**src/rtl/bcd_seg_scan.sv**
```systemverilog
// Two-digit multiplexed 7-segment driver for the BCD adder result (00..19).
// Scans units/tens with optional blank gaps; flags invalid units digits.
module bcd_seg_scan #(
    parameter int REFRESH_DIV = 50000,
    parameter int BLANK_CYC   = 4,
    parameter bit LZ_BLANK    = 1'b1
) (
    input  logic       clk,
    input  logic       rst_n,
    input  logic       load_i,
    input  logic [3:0] sum_i,
    input  logic       cout_i,
    output logic [6:0] seg_o,
    output logic       dp_o,
    output logic [1:0] an_o,
    output logic       err_o,
    output logic       loaded_o
);

    localparam int MAXC = (REFRESH_DIV > BLANK_CYC) ? REFRESH_DIV : BLANK_CYC;
    localparam int CW   = $clog2(MAXC + 1);
    localparam logic [CW-1:0] T_SHOW = CW'(REFRESH_DIV - 1);
    localparam logic [CW-1:0] T_GAP  = (BLANK_CYC == 0) ? '0 : CW'(BLANK_CYC - 1);
    localparam logic [6:0] BLANK = 7'h7F;

    typedef enum logic [2:0] {
        IDLE,
        SHOW_U,
        GAP_T,
        SHOW_T,
        GAP_U
    } state_t;

    state_t        state;
    logic [CW-1:0] cnt;
    logic [3:0]    units_q;
    logic          tens_q;
    logic          err_q;
    logic          loaded_q;

    function automatic logic [6:0] enc(input logic [3:0] d);
        logic [6:0] s;
        case (d)
            4'd0: s = 7'b1000000;
            4'd1: s = 7'b1111001;
            4'd2: s = 7'b0100100;
            4'd3: s = 7'b0110000;
            4'd4: s = 7'b0011001;
            4'd5: s = 7'b0010010;
            4'd6: s = 7'b0000010;
            4'd7: s = 7'b1111000;
            4'd8: s = 7'b0000000;
            4'd9: s = 7'b0010000;
            default: s = 7'b0000110;
        endcase
        return s;
    endfunction

    // Capture and scan advance are independent: a load never moves the scan phase.
    always_ff @(posedge clk) begin
        if (!rst_n) begin
            state    <= IDLE;
            cnt      <= '0;
            units_q  <= '0;
            tens_q   <= 1'b0;
            err_q    <= 1'b0;
            loaded_q <= 1'b0;
        end else begin
            if (load_i) begin
                units_q  <= sum_i;
                tens_q   <= cout_i;
                err_q    <= (sum_i > 4'd9);
                loaded_q <= 1'b1;
            end
            unique case (state)
                IDLE: begin
                    if (load_i) begin
                        state <= SHOW_U;
                        cnt   <= '0;
                    end
                end
                SHOW_U: begin
                    if (cnt == T_SHOW) begin
                        state <= (BLANK_CYC == 0) ? SHOW_T : GAP_T;
                        cnt   <= '0;
                    end else begin
                        cnt <= cnt + 1'b1;
                    end
                end
                GAP_T: begin
                    if (cnt == T_GAP) begin
                        state <= SHOW_T;
                        cnt   <= '0;
                    end else begin
                        cnt <= cnt + 1'b1;
                    end
                end
                SHOW_T: begin
                    if (cnt == T_SHOW) begin
                        state <= (BLANK_CYC == 0) ? SHOW_U : GAP_U;
                        cnt   <= '0;
                    end else begin
                        cnt <= cnt + 1'b1;
                    end
                end
                GAP_U: begin
                    if (cnt == T_GAP) begin
                        state <= SHOW_U;
                        cnt   <= '0;
                    end else begin
                        cnt <= cnt + 1'b1;
                    end
                end
                default: begin
                    state <= IDLE;
                    cnt   <= '0;
                end
            endcase
        end
    end

    always_comb begin
        an_o  = 2'b11;
        seg_o = BLANK;
        unique case (state)
            SHOW_U: begin
                an_o  = 2'b10;
                seg_o = enc(units_q);
            end
            SHOW_T: begin
                an_o = 2'b01;
                if (tens_q) begin
                    seg_o = enc(4'd1);
                end else if (!LZ_BLANK) begin
                    seg_o = enc(4'd0);
                end
            end
            default: begin
                an_o  = 2'b11;
                seg_o = BLANK;
            end
        endcase
    end

    assign dp_o     = 1'b1;
    assign err_o    = err_q;
    assign loaded_o = loaded_q;

endmodule
```
**config.mk**
```make
export PLATFORM = sky130hd
export DESIGN_NAME = bcd_seg_scan
export DESIGN_NICKNAME = d
export VERILOG_FILES = /design/src/rtl/bcd_seg_scan.sv
export SDC_FILE = /design/constraint.sdc
export NUM_CORES = 1
export LEC_CHECK = 0
export ABC_AREA = 0
export BUFFER_PORTS_ARGS = -buffer_cell sky130_fd_sc_hd__buf_2
export CORE_MARGIN = 2
export CORE_UTILIZATION = 59
export CTS_BUF_LIST = sky130_fd_sc_hd__clkbuf_8
export CTS_CLUSTER_SIZE = 25
export DETAILED_ROUTE_END_ITERATION = 10
export PLACE_DENSITY = 0.81
export SLEW_MARGIN = 0
export SYNTH_ARGS = -nofsm -noshare
export SYNTH_HDL_FRONTEND = slang
export SYNTH_SLANG_ARGS = --single-unit
```
**constraint.sdc**
```tcl
create_clock -name clk -period 2.6 [get_ports clk]
set_input_delay 0.13 -clock clk [delete_from_list [all_inputs] [get_ports clk]]
set_output_delay 0.13 -clock clk [all_outputs]
set_load 0.02 [all_outputs]
```
=== Word level (Yosys, flattened, before mapping) ===
Memory sizes are Yosys's and may differ from the RTL's. A register that Yosys moved wholly into a read port is not among the register bits.
Cells that the tools add are included.

* Memories: 1
* Memory bits (read-only): 112
* Word-level logic and storage cells: 39
* Bits in registers: 26

* Equal/unequal tests: 11
* Reduce and logical (&&, ||, !) cells: 4
* Multiplexer cells: 15
* Add/subtract/negate cells: 1
* Order comparisons: 1

{| class="wikitable"
|+ Memory list
! name !! depth !! width !! read ports !! clocked after memory_dff !! wr ports !! RTL line !! source
|-
| (no name shown) || 16 || 7 || 1 || 1 || 0 || 43 || <nowiki>case (d)</nowiki>
|}

{| class="wikitable"
|+ Operators with widths
! kind !! count
|-
| two-way mux 16 bit || 3
|-
| one-hot mux 16 bit (3 select lines) || 1
|-
| two-way mux 3 bit || 6
|-
| adder 16 x 1 -> 16 bit, second input constant || 1
|-
| equality test 16 bit, second input constant || 1
|-
| equality test 16 x 2 -> 1 bit, second input constant || 1
|-
| one-hot mux 3 bit (5 select lines) || 1
|-
| one-hot mux 7 bit (2 select lines) || 1
|-
| inequality test 2 bit, second input constant || 5
|-
| two-way mux 4 bit || 2
|-
| equality test 3 x 2 -> 1 bit, second input constant || 2
|-
| AND reduction 5 bit || 1
|-
| > comparator 4 bit, second input constant || 1
|-
| one-hot mux 2 bit (2 select lines) || 1
|-
| OR reduction 2 bit || 2
|-
| equality test 3 x 1 -> 1 bit, second input constant || 1
|-
| equality test 3 bit, second input constant || 1
|-
| logical NOT 3 bit || 1
|}

=== Logic depth before layout (Yosys ltp) ===
* Word-level depth: 3
* Mapped depth: 8

=== Worst setup path before layout ===
Ideal clock, no wire load.

* Kind: reg2reg
* From: register cnt[0]
* To: register cnt[10]
* Required time: 2.485 ns
* Library setup time: 0.115 ns
* Cell stages (with the launch flop): 8
* Slack: 0.602 ns
* Path buffers: 1
* Data arrival time: 1.883 ns
* Clock period less this slack: 1.998 ns
* Cell sequence: dfxtp_1 > ha_1 > or4b_1 > nor4_4 > nor3_1 > o31ai_4 > buf_4 > nor2_1

* Word-level cells in the longest chain between the ends: 3

{| class="wikitable"
|+ Ends and longest elaborated chain
! what !! RTL line !! source
|-
| start: declaration || 35 || <nowiki>logic [CW-1:0] cnt;</nowiki>
|-
| start signal: assignment || 87 || <nowiki>cnt <= cnt + 1'b1;</nowiki>
|-
| start signal: assignment || 95 || <nowiki>cnt <= cnt + 1'b1;</nowiki>
|-
| start signal: assignment || 103 || <nowiki>cnt <= cnt + 1'b1;</nowiki>
|-
| adder 16 x 1 -> 16 bit, or another cell as far along || - ||
|-
| two-way mux 16 bit, on equally long branches || - ||
|-
| one-hot mux 16 bit (3 select lines) (*) || 75 || <nowiki>unique case (state)</nowiki>
|}

Mark *: on every way between the ends. The rest lies on a longest branch, timed or not.
A chain may end at the register's enable or synchronous reset.

=== Worst setup path in the final report ===
* From: register cnt[0]
* To: register cnt[15]

Same word-level chain as after synthesis.

==> impl_metrics.json <==
{
  "max-clock-path-buffers": 2,
  "syn_area_per_cell_um2": 8.76,
  "critPathLaunchType": "flip-flop",
  "overflow": 0,
  "wl_per_cell_um": 14.3,
  "cp_num_buf_inv": 0,
  "max-slew-margin-rel": 0.451,
  "initial_core_util": 0.612,
  "status": "finished clean",
  "synth_compound_area_frac": 0.123,
  "core-area_um2": 2730,
  "num_antenna_cells": 0,
  "skew_ps": 1.51,
  "final_antenna_net_count": 0,
  "area_growth_pct": 9.94,
  "fmax_mhz": 433,
  "hold_ws_ps": 99.9,
  "synth-xor-area-share": 0.0680,
  "cts_setup_buffers": 0,
  "slew_viol_final": 0,
  "cts_resized": 0,
  "rr_worst_depth": 6,
  "grt_pass1_vias": 1339,
  "drc_errors": 0,
  "cp.required_ps": 2750,
  "critPathKind": "flip-flop to flip-flop",
  "dp_hpwl_mm": 2.48,
  "yosys.area_share.adder": 0.0448,
  "htree_levels": 2,
  "synthCells": 191,
  "fp.dieW_um": 57.3,
  "wl_mm": 3.36,
  "tightestPinTransition_ps": 821,
  "cts_root_buffer": "clkbuf_8",
  "drive_gt1_frac": 0.157,
  "cp_max_fo": 13,
  "holdCritPathClass": "primary input to flip-flop",
  "clkLatencyLatePin_ps": 280,
  "dieArea_um2": 3280,
  "dr_total_vias": 1400,
  "hp-start": "cout_i",
  "ys.flop_type": "dfxtp_1",
  "dr.pass1.iters": 4,
  "syn_nets": 205,
  "synth_top_area_share": 0.395,
  "row_count": 19,
  "startpoint": "cnt[0]",
  "gp_congestion": 0.823,
  "clock_sinks": 33,
  "path_clk_slew_ps": 60,
  "antenna_found_initial": 0,
  "critPathMaxStageDelay_ps": 500,
  "synth-edff-count": 0,
  "globalRouteTotalUtil": 0.226,
  "hold_violations": 0,
  "path_delay_family": "simple AND/OR/NAND/NOR gates",
  "synth_mux_area_frac": 0.0306,
  "async_flop_share": 0,
  "cpMaxStageDelayCell": "or4b_1",
  "drt-initial-drc-count": 54,
  "yosysWarnings": 0,
  "finalSetupViolations": 0,
  "maxCapViolCount": 0,
  "synthTopCellsByArea": "dfxtp_1 (39%), ha_1 (4.5%), xnor2_1 (4.2%)",
  "grt_pass1_wl_mm": 5.75,
  "yosys.cell_types.count": 42,
  "path_cells": "ha_1 -> or4b_1 -> nor4_4 -> nor3_1 -> o31ai_4 -> nor2_1",
  "cts_tree": "built",
  "synth-simple-area-share": 0.287,
  "worst_setup_path_end_kind": "flip-flop",
  "synth_top_family_by_area": "simple AND/OR/NAND/NOR gates",
  "arrival_ps": 2460,
  "yosysTopAreaCell": "dfxtp_1",
  "regToRegStartpoint": "cnt[0]",
  "r2r_slack_ps": 290,
  "p_leak_nw": 0.683,
  "cp_num_cells": 6,
  "ys_seq_area_frac": 0.395,
  "ctsHoldBuffers": 0,
  "period_minus_slack_ps": 2310,
  "peakVddDrop_v": 0.000363,
  "finalCritPeriodShare": 0.888,
  "portBuffers": 18,
  "ios": 20,
  "mappedNetlistArea_um2": 1670,
  "via_per_inst": 5.96,
  "die_h_um": 57.3,
  "tns_ps": 0,
  "nNetsFinal": 218,
  "r2r-end": "cnt[15]",
  "grt_max_degree": 21,
  "p_per_area_nw_per_um2": 576,
  "rsz0062_at_grt": "false",
  "ys_ff_latch": 33,
  "cp-endpoint": "cnt[15]",
  "cts_buffers": 5
}
[cells in the final DEF (no fill, tap or decap), types with 2 or more instances in the layout]
cell	count
nand4_1	7
nor4_4	2
buf_2	18
nor3_1	4
o21ai_0	6
a21oi_1	7
dfxtp_1	33
and3_1	3
mux2i_1	4
a31oi_1	7
o21a_1	2
or3_1	6
nor4b_1	2
nand2b_1	3
nand2_1	15
xnor2_1	8
nor3b_1	2
xor2_1	5
ha_1	6
or4_1	2
nor4_1	2
clkbuf_8	6
nand3_1	2
inv_1	8
nor2b_1	9
nor2_1	16
nand3b_1	3
[how the worst min path moves through the flow]
stage	end	cells past startpoint	slack (ps)
CTS	tens_q	3	100
detailed placement	tens_q	3	390
global placement	tens_q	3	390
floorplan	tens_q	2	300
finish	tens_q	3	100
global route	tens_q	3	120
[Yosys cell counts, types with 3 or more instances]
master    instances
nor2_1           16
o21ai_0           6
a21oi_1           7
nor3_1            4
xor2_1            5
nand2_1          15
nand4_1           7
nand2b_1          3
nor2b_1           9
xnor2_1           8
mux2i_1           4
ha_1              6
clkbuf_1         11
and3_1            3
a31oi_1           7
dfxtp_1          33
nand3b_1          3
inv_1             7
or3_1             6
[per-stage QoR]
stage | instance area, µm² | std cells | power, W | setup slack, ps | util
after CTS | 1840 | 235 | 0.00107 | 289 | 0.673
final | 1840 | 235 | 0.00106 | 292 | 0.673
after global placement | 1750 | 228 | 0.000684 | 420 | 0.642
after detailed placement | 1750 | 228 | 0.000692 | 290 | 0.642
after floorplan | 1670 | 191 | 0.000654 | 602 | -
after global routing | 1840 | 235 | 0.00110 | 109 | 0.673
[cell families (layout without fill, tap and decap cells)]
kind of cell    after synthesis  count (layout)
compound gates               31              31
xor+xnor                     13              13
flops                        33              33
simple gates                 82              82
fa+ha+maj                     6               6
other cells                   1               1
buf+inv                      20              33
mux                           5               5
[worst reg2reg max path: cells and delay by family (launching register included)]
kind	cells	cell delay [ps]
simple gates	4	1040
compound gates	1	480
flops	1	400
fa+ha+maj	1	260
[area by class of cell]
class                           instances  area [µm²]
Clock buffer                            6        82.6
Clock inverter                          1        3.75
Fill cell                             227         893
Inverter                                7        26.3
Multi-Input combinational cell        138         931
Sequential cell                        33         661
Tap cell                               31        38.8
Timing Repair Buffer                   19        97.6
[power breakdown]
part	switching (W)	leakage, nW	internal (W)
clock	0.000174	0.0485	0.000206
sequential	0.0000123	0.270	0.000528
combinational	0.0000882	0.365	0.0000518
[routing by layer]
| layer | part of all wire | global-route usage | routed length (µm) | vias to the layer above |
|---|---|---|---|---|
| li1 | - | - | - | 689 |
| met1 | 0.44 | 0.283 | 1500 | 659 |
| met2 | 0.49 | 0.376 | 1660 | 44 |
| met3 | 0.047 | 0.0476 | 159 | 8 |
| met4 | 0.015 | 0.0997 | 51 | 0 |
| met5 | 0 | 0 | 0 | - |
Power figures use the tool's default switching activity.
